File: config.mk
export PLATFORM = sky130hd
export DESIGN_NAME = ctrl_pipeline
export DESIGN_NICKNAME = d
export VERILOG_FILES = /design/src/rtl/ctrl_pipeline.sv
export SDC_FILE = /design/constraint.sdc
export NUM_CORES = 1
export LEC_CHECK = 0
export CORE_AREA = 2 2 80 101
export CTS_CLUSTER_SIZE = 12
export DETAILED_ROUTE_END_ITERATION = 10
export DIE_AREA = 0 0 82 103
export MAX_ROUTING_LAYER = met4
export PLACE_DENSITY = 0.66
export SLEW_MARGIN = 20
export SYNTH_ARGS = -nofsm -noshare
export SYNTH_HDL_FRONTEND = slang
export SYNTH_SLANG_ARGS = --single-unit
File: constraint.sdc
create_clock -name clk -period 2.6 [get_ports clk]
set_input_delay 0.26 -clock clk [delete_from_list [all_inputs] [get_ports clk]]
set_output_delay 0.26 -clock clk [all_outputs]
set_load 0.01 [all_outputs]
File: src/rtl/ctrl_pipeline.sv
// Pipelined control unit: decodes ID fields into a control bundle and carries it
// through ID/EX, EX/MEM and MEM/WB, generating stalls, flushes and forwarding selects.
module ctrl_pipeline #(
    parameter bit MDU_EN  = 1'b1,
    parameter int MDU_LAT = 4,
    parameter int REG_W   = 5
) (
    input  logic             clk,
    input  logic             rst,
    input  logic             id_valid,
    input  logic [6:0]       opcode,
    input  logic [2:0]       func3,
    input  logic             func7,
    input  logic             func7_0,
    input  logic [REG_W-1:0] rs1,
    input  logic [REG_W-1:0] rs2,
    input  logic [REG_W-1:0] rd,
    input  logic             ex_redirect,
    output logic             stall_if,
    output logic             flush_ifid,
    output logic             ex_valid,
    output logic             ex_alusrc,
    output logic             ex_lui,
    output logic             ex_utype,
    output logic             ex_jal,
    output logic             ex_jalr,
    output logic             ex_mdu,
    output logic [5:0]       ex_br,
    output logic [3:0]       ex_aluctl,
    output logic [2:0]       ex_mduop,
    output logic [REG_W-1:0] ex_rs1,
    output logic [REG_W-1:0] ex_rs2,
    output logic [REG_W-1:0] ex_rd,
    output logic [1:0]       fwd_a,
    output logic [1:0]       fwd_b,
    output logic             mem_memread,
    output logic             mem_memwrite,
    output logic             mem_regwrite,
    output logic             mem_memtoreg,
    output logic [2:0]       mem_rwtype,
    output logic [REG_W-1:0] mem_rd,
    output logic             wb_regwrite,
    output logic             wb_memtoreg,
    output logic [REG_W-1:0] wb_rd
);

    localparam int CNT_W = $clog2(MDU_LAT + 1);

    localparam logic [6:0] OP_R      = 7'b0110011;
    localparam logic [6:0] OP_I      = 7'b0010011;
    localparam logic [6:0] OP_LOAD   = 7'b0000011;
    localparam logic [6:0] OP_STORE  = 7'b0100011;
    localparam logic [6:0] OP_BRANCH = 7'b1100011;
    localparam logic [6:0] OP_JAL    = 7'b1101111;
    localparam logic [6:0] OP_JALR   = 7'b1100111;
    localparam logic [6:0] OP_LUI    = 7'b0110111;
    localparam logic [6:0] OP_AUIPC  = 7'b0010111;

    localparam logic [3:0] ALU_ADD  = 4'b0000;
    localparam logic [3:0] ALU_SUB  = 4'b1000;
    localparam logic [3:0] ALU_SLT  = 4'b0010;
    localparam logic [3:0] ALU_SLTU = 4'b0011;

    typedef enum logic {IDLE, BUSY} state_t;

    typedef struct packed {
        logic             valid;
        logic             alusrc;
        logic             lui;
        logic             utype;
        logic             jal;
        logic             jalr;
        logic             mdu;
        logic [5:0]       br;
        logic [3:0]       aluctl;
        logic [2:0]       mduop;
        logic             memread;
        logic             memwrite;
        logic             regwrite;
        logic             memtoreg;
        logic [2:0]       rwtype;
        logic [REG_W-1:0] rs1;
        logic [REG_W-1:0] rs2;
        logic [REG_W-1:0] rd;
    } ctrl_t;

    ctrl_t            id_ctl;
    ctrl_t            ex_q;
    ctrl_t            bubble;
    logic [1:0]       aluop;
    logic             uses_rs1;
    logic             uses_rs2;
    logic             lu;
    logic             redirect;
    logic             busy;
    logic             mdu_start;
    state_t           state;
    logic [CNT_W-1:0] cnt;

    always_comb begin
        bubble        = '0;
        bubble.aluctl = ALU_ADD;
    end

    always_comb begin
        id_ctl        = '0;
        id_ctl.aluctl = ALU_ADD;
        aluop         = 2'b00;
        uses_rs1      = 1'b0;
        uses_rs2      = 1'b0;
        if (id_valid) begin
            id_ctl.valid  = 1'b1;
            id_ctl.rs1    = rs1;
            id_ctl.rs2    = rs2;
            id_ctl.rd     = rd;
            id_ctl.rwtype = func3;
            case (opcode)
                OP_R: begin
                    id_ctl.regwrite = 1'b1;
                    uses_rs1        = 1'b1;
                    uses_rs2        = 1'b1;
                    if (MDU_EN && func7_0) begin
                        id_ctl.mdu   = 1'b1;
                        id_ctl.mduop = func3;
                    end else begin
                        aluop = 2'b10;
                    end
                end
                OP_I: begin
                    id_ctl.regwrite = 1'b1;
                    id_ctl.alusrc   = 1'b1;
                    uses_rs1        = 1'b1;
                    aluop           = 2'b11;
                end
                OP_LOAD: begin
                    id_ctl.regwrite = 1'b1;
                    id_ctl.alusrc   = 1'b1;
                    id_ctl.memread  = 1'b1;
                    id_ctl.memtoreg = 1'b1;
                    uses_rs1        = 1'b1;
                end
                OP_STORE: begin
                    id_ctl.alusrc   = 1'b1;
                    id_ctl.memwrite = 1'b1;
                    uses_rs1        = 1'b1;
                    uses_rs2        = 1'b1;
                end
                OP_BRANCH: begin
                    uses_rs1 = 1'b1;
                    uses_rs2 = 1'b1;
                    aluop    = 2'b01;
                    case (func3)
                        3'b000:  id_ctl.br = 6'b000001;
                        3'b001:  id_ctl.br = 6'b000010;
                        3'b100:  id_ctl.br = 6'b000100;
                        3'b101:  id_ctl.br = 6'b001000;
                        3'b110:  id_ctl.br = 6'b010000;
                        3'b111:  id_ctl.br = 6'b100000;
                        default: id_ctl.br = 6'b000000;
                    endcase
                end
                OP_JAL: begin
                    id_ctl.regwrite = 1'b1;
                    id_ctl.jal      = 1'b1;
                end
                OP_JALR: begin
                    id_ctl.regwrite = 1'b1;
                    id_ctl.alusrc   = 1'b1;
                    id_ctl.jalr     = 1'b1;
                    uses_rs1        = 1'b1;
                end
                OP_LUI: begin
                    id_ctl.regwrite = 1'b1;
                    id_ctl.alusrc   = 1'b1;
                    id_ctl.lui      = 1'b1;
                    id_ctl.utype    = 1'b1;
                end
                OP_AUIPC: begin
                    id_ctl.regwrite = 1'b1;
                    id_ctl.alusrc   = 1'b1;
                    id_ctl.utype    = 1'b1;
                end
                default: ;
            endcase
            // func7 only selects an alternate op for R-type and for I-type shifts-right
            case (aluop)
                2'b01: begin
                    case (func3)
                        3'b100, 3'b101: id_ctl.aluctl = ALU_SLT;
                        3'b110, 3'b111: id_ctl.aluctl = ALU_SLTU;
                        default:        id_ctl.aluctl = ALU_SUB;
                    endcase
                end
                2'b10:   id_ctl.aluctl = {func7, func3};
                2'b11:   id_ctl.aluctl = (func3 == 3'b101) ? {func7, func3} : {1'b0, func3};
                default: id_ctl.aluctl = ALU_ADD;
            endcase
        end
    end

    assign busy     = (state == BUSY);
    assign lu       = ex_q.valid && ex_q.memread && (ex_q.rd != '0) &&
                      ((uses_rs1 && (rs1 == ex_q.rd)) || (uses_rs2 && (rs2 == ex_q.rd)));
    assign redirect = ex_redirect && ex_q.valid && !busy;

    assign stall_if   = !rst && (busy || (!redirect && lu));
    assign flush_ifid = !rst && redirect;

    assign mdu_start = !busy && !redirect && !lu && id_ctl.valid && id_ctl.mdu && (MDU_LAT > 1);

    // MDU occupancy: counts down the extra EX cycles of a mul/div op
    always_ff @(posedge clk) begin
        if (rst) begin
            state <= IDLE;
            cnt   <= '0;
        end else begin
            case (state)
                IDLE: begin
                    if (mdu_start) begin
                        state <= BUSY;
                        cnt   <= CNT_W'(MDU_LAT - 1);
                    end
                end
                BUSY: begin
                    if (cnt == CNT_W'(1)) begin
                        state <= IDLE;
                        cnt   <= '0;
                    end else begin
                        cnt <= cnt - CNT_W'(1);
                    end
                end
                default: begin
                    state <= IDLE;
                    cnt   <= '0;
                end
            endcase
        end
    end

    // On the last BUSY cycle the op leaves EX while IF/ID is still held, so EX takes a bubble
    always_ff @(posedge clk) begin
        if (rst) begin
            ex_q         <= bubble;
            mem_memread  <= 1'b0;
            mem_memwrite <= 1'b0;
            mem_regwrite <= 1'b0;
            mem_memtoreg <= 1'b0;
            mem_rwtype   <= '0;
            mem_rd       <= '0;
            wb_regwrite  <= 1'b0;
            wb_memtoreg  <= 1'b0;
            wb_rd        <= '0;
        end else begin
            wb_regwrite <= mem_regwrite;
            wb_memtoreg <= mem_memtoreg;
            wb_rd       <= mem_rd;

            if (busy && (cnt != CNT_W'(1))) begin
                mem_memread  <= 1'b0;
                mem_memwrite <= 1'b0;
                mem_regwrite <= 1'b0;
                mem_memtoreg <= 1'b0;
                mem_rwtype   <= '0;
                mem_rd       <= '0;
            end else begin
                mem_memread  <= ex_q.memread;
                mem_memwrite <= ex_q.memwrite;
                mem_regwrite <= ex_q.regwrite;
                mem_memtoreg <= ex_q.memtoreg;
                mem_rwtype   <= ex_q.rwtype;
                mem_rd       <= ex_q.rd;
            end

            if (busy) begin
                if (cnt == CNT_W'(1)) begin
                    ex_q <= bubble;
                end
            end else if (redirect || lu) begin
                ex_q <= bubble;
            end else begin
                ex_q <= id_ctl;
            end
        end
    end

    assign ex_valid  = ex_q.valid;
    assign ex_alusrc = ex_q.alusrc;
    assign ex_lui    = ex_q.lui;
    assign ex_utype  = ex_q.utype;
    assign ex_jal    = ex_q.jal;
    assign ex_jalr   = ex_q.jalr;
    assign ex_mdu    = ex_q.mdu;
    assign ex_br     = ex_q.br;
    assign ex_aluctl = ex_q.aluctl;
    assign ex_mduop  = ex_q.mduop;
    assign ex_rs1    = ex_q.rs1;
    assign ex_rs2    = ex_q.rs2;
    assign ex_rd     = ex_q.rd;

    assign fwd_a = (mem_regwrite && (mem_rd != '0) && (mem_rd == ex_q.rs1)) ? 2'b10 :
                   (wb_regwrite  && (wb_rd  != '0) && (wb_rd  == ex_q.rs1)) ? 2'b01 : 2'b00;
    assign fwd_b = (mem_regwrite && (mem_rd != '0) && (mem_rd == ex_q.rs2)) ? 2'b10 :
                   (wb_regwrite  && (wb_rd  != '0) && (wb_rd  == ex_q.rs2)) ? 2'b01 : 2'b00;

endmodule
# Word level (Yosys, flattened, before mapping)
# Index checks and enable logic that the tools add are counted.
# W data, S select, Z words.
[op_classes]
n_eq_ne = 27
bitwise = 1
reduce_logical = 40
muxes = 38
add_sub_neg = 1
[ops]
columns = ["op", "n"]
rows = [
  ["$mux W42", 4],
  ["$pmux W6 S6", 1],
  ["$eq A5 B5 Y1", 6],
  ["$eq A7 B6 Y1 const B", 3],
  ["$eq A7 B7 Y1 const B", 3],
  ["$logic_and A1 B1 Y1", 21],
  ["$mux W1", 18],
  ["$reduce_bool A5 Y1", 3],
  ["$eq A7 B5 Y1 const B", 2],
  ["$eq A3 B3 Y1 const B", 4],
  ["$mux W3", 4],
  ["$pmux W4 S3", 1],
  ["$reduce_or A6 Y1", 2],
  ["$mux W2", 4],
  ["$pmux W4 S2", 1],
  ["$reduce_or A2 Y1", 4],
  ["$eq A7 B2 Y1 const B", 1],
  ["$reduce_or A7 Y1", 1],
  ["$eq A3 B1 Y1 const B", 2],
  ["$mux W6", 1],
  ["$pmux W2 S3", 1],
  ["$pmux W3 S2", 1],
  ["$eq A2 B2 Y1 const B", 2],
  ["$logic_not A1 Y1", 4],
  ["11 further kinds", 13],
]
[totals]
inputBits = 31
ff_bits = 65
out_inout_bits = 60
word_cells = 136

# Longest topological paths before layout
[depth]
depth_word = 13
depth_mapped = 9
depth_no_buf = 6

# Least setup slack after synthesis
# OpenSTA, ideal clock, no wires.
[synth_timing]
path_type = "register to output"
startpoint = "reg mem_rd[1]"
endpoint = "out fwd_a[0]"
path_stages_with_launch = 5
path_buffers = 0
setup_slack_ns = 0.735
required_time_ns = 2.340
arrival_ns = 1.605
path_cell_list = "dfxtp_1 or4_1 o21ai_1 nor4_1 nor4_1"
[synth_between]
elab_chain_len = 4
[synth_lines]
columns = ["item", "line_no", "source"]
rows = [
  ["from (decl)", "41", "output logic [REG_W-1:0] mem_rd,"],
  ["from (signal assigned)", "271", "mem_rd <= ex_q.rd;"],
  ["$reduce_bool A5 Y1", "300", "assign fwd_a = (mem_regwrite && (mem_rd != '0) && (mem_rd == ex_q.rs1)) ? 2'b10 :"],
  ["$logic_and A1 B1 Y1", "300", ""],
  ["$logic_and A1 B1 Y1 (*)", "300", ""],
  ["$mux W2 (*)", "300", ""],
  ["to (decl)", "34", "output logic [1:0] fwd_a,"],
]
# Mark *: on every way between the ends. The rest lies on a longest branch, timed or not.

# Worst setup path after layout
[layout_timing]
startpoint = "reg ex_q (netlist bit ex_rd[1])"
endpoint = "out stall_if"
[layout_between]
elab_chain_len = 7
[layout_lines]
columns = ["item", "line_no", "source"]
rows = [
  ["from (decl)", "88", "ctrl_t ex_q;"],
  ["from (signal assigned)", "243", "ex_q <= bubble;"],
  ["from (signal assigned)", "276", "ex_q <= bubble;"],
  ["from (signal assigned)", "279", "ex_q <= bubble;"],
  ["$eq A5 B5 Y1", "203", "((uses_rs1 && (rs1 == ex_q.rd)) || (uses_rs2 && (rs2 == ex_q.rd)));"],
  ["$logic_and A1 B1 Y1", "203", ""],
  ["$logic_or A1 B1 Y1", "203", ""],
  ["$logic_and A1 B1 Y1 (*)", "202", "assign lu = ex_q.valid && ex_q.memread && (ex_q.rd != '0) &&"],
  ["$logic_and A1 B1 Y1 (*)", "206", "assign stall_if = !rst && (busy || (!redirect && lu));"],
  ["$logic_or A1 B1 Y1 (*)", "206", ""],
  ["$logic_and A1 B1 Y1 (*)", "206", ""],
  ["to (decl)", "19", "output logic stall_if,"],
]
# Marks and branches as above.

==> flow_metrics.tcl <==
set metrics [dict create \
    track_usage_pct 19.56 \
    die_w_um 82 \
    hold_path.class "flip-flop to flip-flop" \
    clock_sinks 63 \
    grt_max_degree 35 \
    rsz0062_at_grt "no" \
    chipHeight_um 103 \
    detail-route-antenna-nets 0 \
    synth-warning-count 0 \
    synth-xor-area-share_pct 9.040 \
    syn2layout_area_growth_pct 36.20 \
    h-tree-depth 3 \
    drc 0 \
    cap_violations 0 \
    ir_drop_mv 0.2531 \
    ys_seq_area_share_pct 43.39 \
    end_kind "output pin" \
    grt_pass1_wl_mm 11.93 \
    internal-power_uw 1569 \
    fin_cells 476 \
    synth_top_area_cell "dfxtp_1" \
    ys_ff_latch 63 \
    drt_iter0_drc 118 \
    tns_ns 0 \
    ys.flop_type "dfxtp_1" \
    synth_top_family_by_area "simple AND/OR/NAND/NOR gates" \
    met2_usage_pct 32.40 \
    dieArea_um2 8446 \
    skew_ns 0.01060 \
    totalWireLength_mm 7.592 \
    slew_viol_final 0 \
    fin_crit_ns 2.462 \
    setup_viol 0 \
    power.total_uw 2051 \
    clk_pin_slew_ns 0.06 \
    critical-path-top-delay-family "compound AO/OA/AOI/OAI gates" \
    tightest_slew_ns 0.5206 \
    initial_core_util_pct 38.41 \
    post-route-period-util_pct 94.71 \
    whs_ns 0.4428 \
    async_reset_ff_share_pct 0 \
    power_frac_comb_pct 10.5 \
    numCtsBuffers 9 \
    grt_pass1_vias 2378 \
    placed_cell_area_um2 3752 \
    synth_top_area_share_pct 43.39 \
    synth_fp_nets 335 \
    num-nets-final 409 \
    dr.pass1.iters 5 \
    max_freq_mhz 406.1 \
    hpwl_mm 5.743 \
    required_ns 2.34 \
    start_kind "flip-flop" \
    dp.cells 460 \
    core_area_um2 7567 \
    cts.path.max_buffers 2 \
    path_cells "buf_4 -> or4_1 -> o2111ai_2 -> a21o_2 -> a21oi_1 -> o21a_1 -> dlygate4sd2_1" \
    cp_max_fo 5 \
    n_antenna_cell 0 \
    synth_simple_gate_area_share_pct 17.91 \
    outcome "finished, final reports clean" \
    syn_area_per_cell_um2 9.624 \
    arrival_ns 2.20 \
    p_sw_share_pct 23.51 \
    switching_power_uw 482.2 \
    grt_use_met1_pct 22.86 \
    leakage_uw 0.001670 \
    slowest_delay_ns 0.54 \
    synth_area_leaders "dfxtp_1 43%, a22o_1 7.8%, buf_4 7.5%, xor2_1 7.2%, and3_1 3.0%" \
    synth-compound-area-share_pct 17.31 \
    grt_use_met3_pct 4.991 \
    seqPwrFrac_pct 49.3 \
    grt.busiest_layer "met2" \
    maxSlewHeadroom_pct 65.00 \
    yosysUniqueCellTypes 45 \
    io_pins 91 \
    vias 2479 \
    worst-path-buf-inv 2 \
    design_area_um2 3959 \
    place.gp.congestion 0.8459 \
    slowest_stage "or4_1" \
    cts_tree "yes" \
    overflow 0 \
    insertion_delay_ns 0.34 \
    syn_inst 302 \
    hold_viol 0 \
    synth_edf_count 0 \
    yosys.area_share.adder_pct 0.8610 \
    drive_above_1_share_pct 12.34 \
    wl_per_cell_um 15.95 \
    path_class "flip-flop to output pin" \
    powerDensity_nw_per_um2 518.1 \
    syn_area_um2 2907 \
    synthMuxAreaShare_pct 0 \
    hold_buffers 0 \
    grt_antenna_before_repair 0 \
    io_buffer_count 90 \
    rows 36 \
    p_clk_share_pct 40.2 \
    cts-root-buf "clkbuf_8" \
    viasPerCell 5.208 \
]
==> cells in the mapped netlist, types with 2 or more instances <==
master	instances
dfxtp_1	63
buf_4	29
a22o_1	26
xor2_1	24
nand2_1	19
nor2_1	18
and3_1	14
a21oi_1	11
clkbuf_1	8
nor4_1	8
a32o_1	7
nor2b_1	7
inv_1	6
xnor2_1	6
nand3_1	5
nand4_1	5
or4_1	5
buf_6	4
buf_2	3
o21ai_0	3
a21o_1	2
ha_1	2
nand2b_1	2
nor3_1	2
o21a_1	2
o21ai_1	2
==> worst reg2reg max path, stage by stage, from the launching register on <==
cell,delay (ns)
dfxtp_1,0.33
buf_4,0.16
or4_1,0.54
o2111ai_2,0.20
a21o_2,0.14
buf_4,0.17
and2_4,0.34
a32o_1,0.22
==> power groups by stage <==
| stage | Combinational, uW | Clock, uW | Sequential [uW] |
|---|---|---|---|
| final | 216 | 825 | 1010 |
| after global routing | 236 | 883 | 1010 |
| after CTS | 217 | 840 | 1010 |
| after detailed placement | 214 | 0 | 1030 |
| after global placement | 212 | 0 | 1030 |
| after floorplan | 109 | 0 | 1030 |
==> through the flow <==
step	utilization (%)	setup WS [ns]
floorplan	-	0.7347
global placement	49.59	-0.1753
detailed placement	49.59	-0.1629
CTS	52.28	0.001428
global route	52.31	0.03506
finish	52.31	0.1375
==> cells by family after synthesis <==
logic type | count (synthesis)
buffers and inverters | 51
adders and majority gates | 2
xor gates and xnor gates | 30
and+or+nand+nor | 93
DFF | 63
AOI/OAI and AO/OA | 63
==> timing repair <==
| item | in CTS | in global routing |
|---|---|---|
| setup buffers | 0 | 0 |
| gates resized for setup | 7 | 1 |
| endpoints found under the setup margin | 2 | 1 |
| pin swaps | 1 | 0 |
==> layer usage <==
metal,vias to the layer above,part of all wire [%]
li1,1201,-
met1,1163,42
met2,102,50
met3,13,6.1
met4,0,1.4
met5,-,0
==> registers in the layout (all words and copies together) (netlist names), 3 cells and up <==
signal,count
cnt,3
ex_aluctl,4
ex_br,6
ex_mduop,3
ex_q,6
ex_rd,5
ex_rs1,5
ex_rs2,5
mem_rd,5
mem_rwtype,3
wb_rd,5
==> layout by cell type (no fill, tap or decap), types with 2 or more instances in the layout <==
master	n
nor2b_1	7
nand4_1	5
nor3_1	2
clkbuf_8	10
xor2_1	24
clkbuf_1	2
clkinv_2	3
o21ai_1	2
and3_1	14
dlygate4sd2_1	2
nand3_1	5
nor4_1	7
nand2b_1	2
o21ai_0	3
a32o_1	7
clkdlybuf4s50_1	87
dfxtp_2	3
nand2_1	19
xnor2_1	6
or4_1	5
nor4_2	2
buf_4	18
dfxtp_1	60
a21oi_1	11
nor2_2	2
o21a_1	2
inv_1	6
a22o_1	26
a21o_1	2
ha_1	2
nor2_1	17
==> final timing paths <==
check	startpoint	to	slack, ns	depth (start not counted)
hold reg to reg	ex_q[15]	ex_q[15]	0.44	1
hold / removal	ex_q[15]	ex_q[15]	0.44	1
setup reg to reg	ex_rd[1]	ex_q[20]	0.44	7
setup / recovery	ex_rd[1]	stall_if	0.14	7
==> layout make-up <==
type	instances	area, um^2
clock inverter	4	45.04
fill	728	3608
tap	95	118.9
clock buffer	12	145.1
sequential	63	1265
inverter	6	22.52
timing repair buffer	108	1036
multi-input combinational	188	1326
Power figures use the tool's default switching activity.
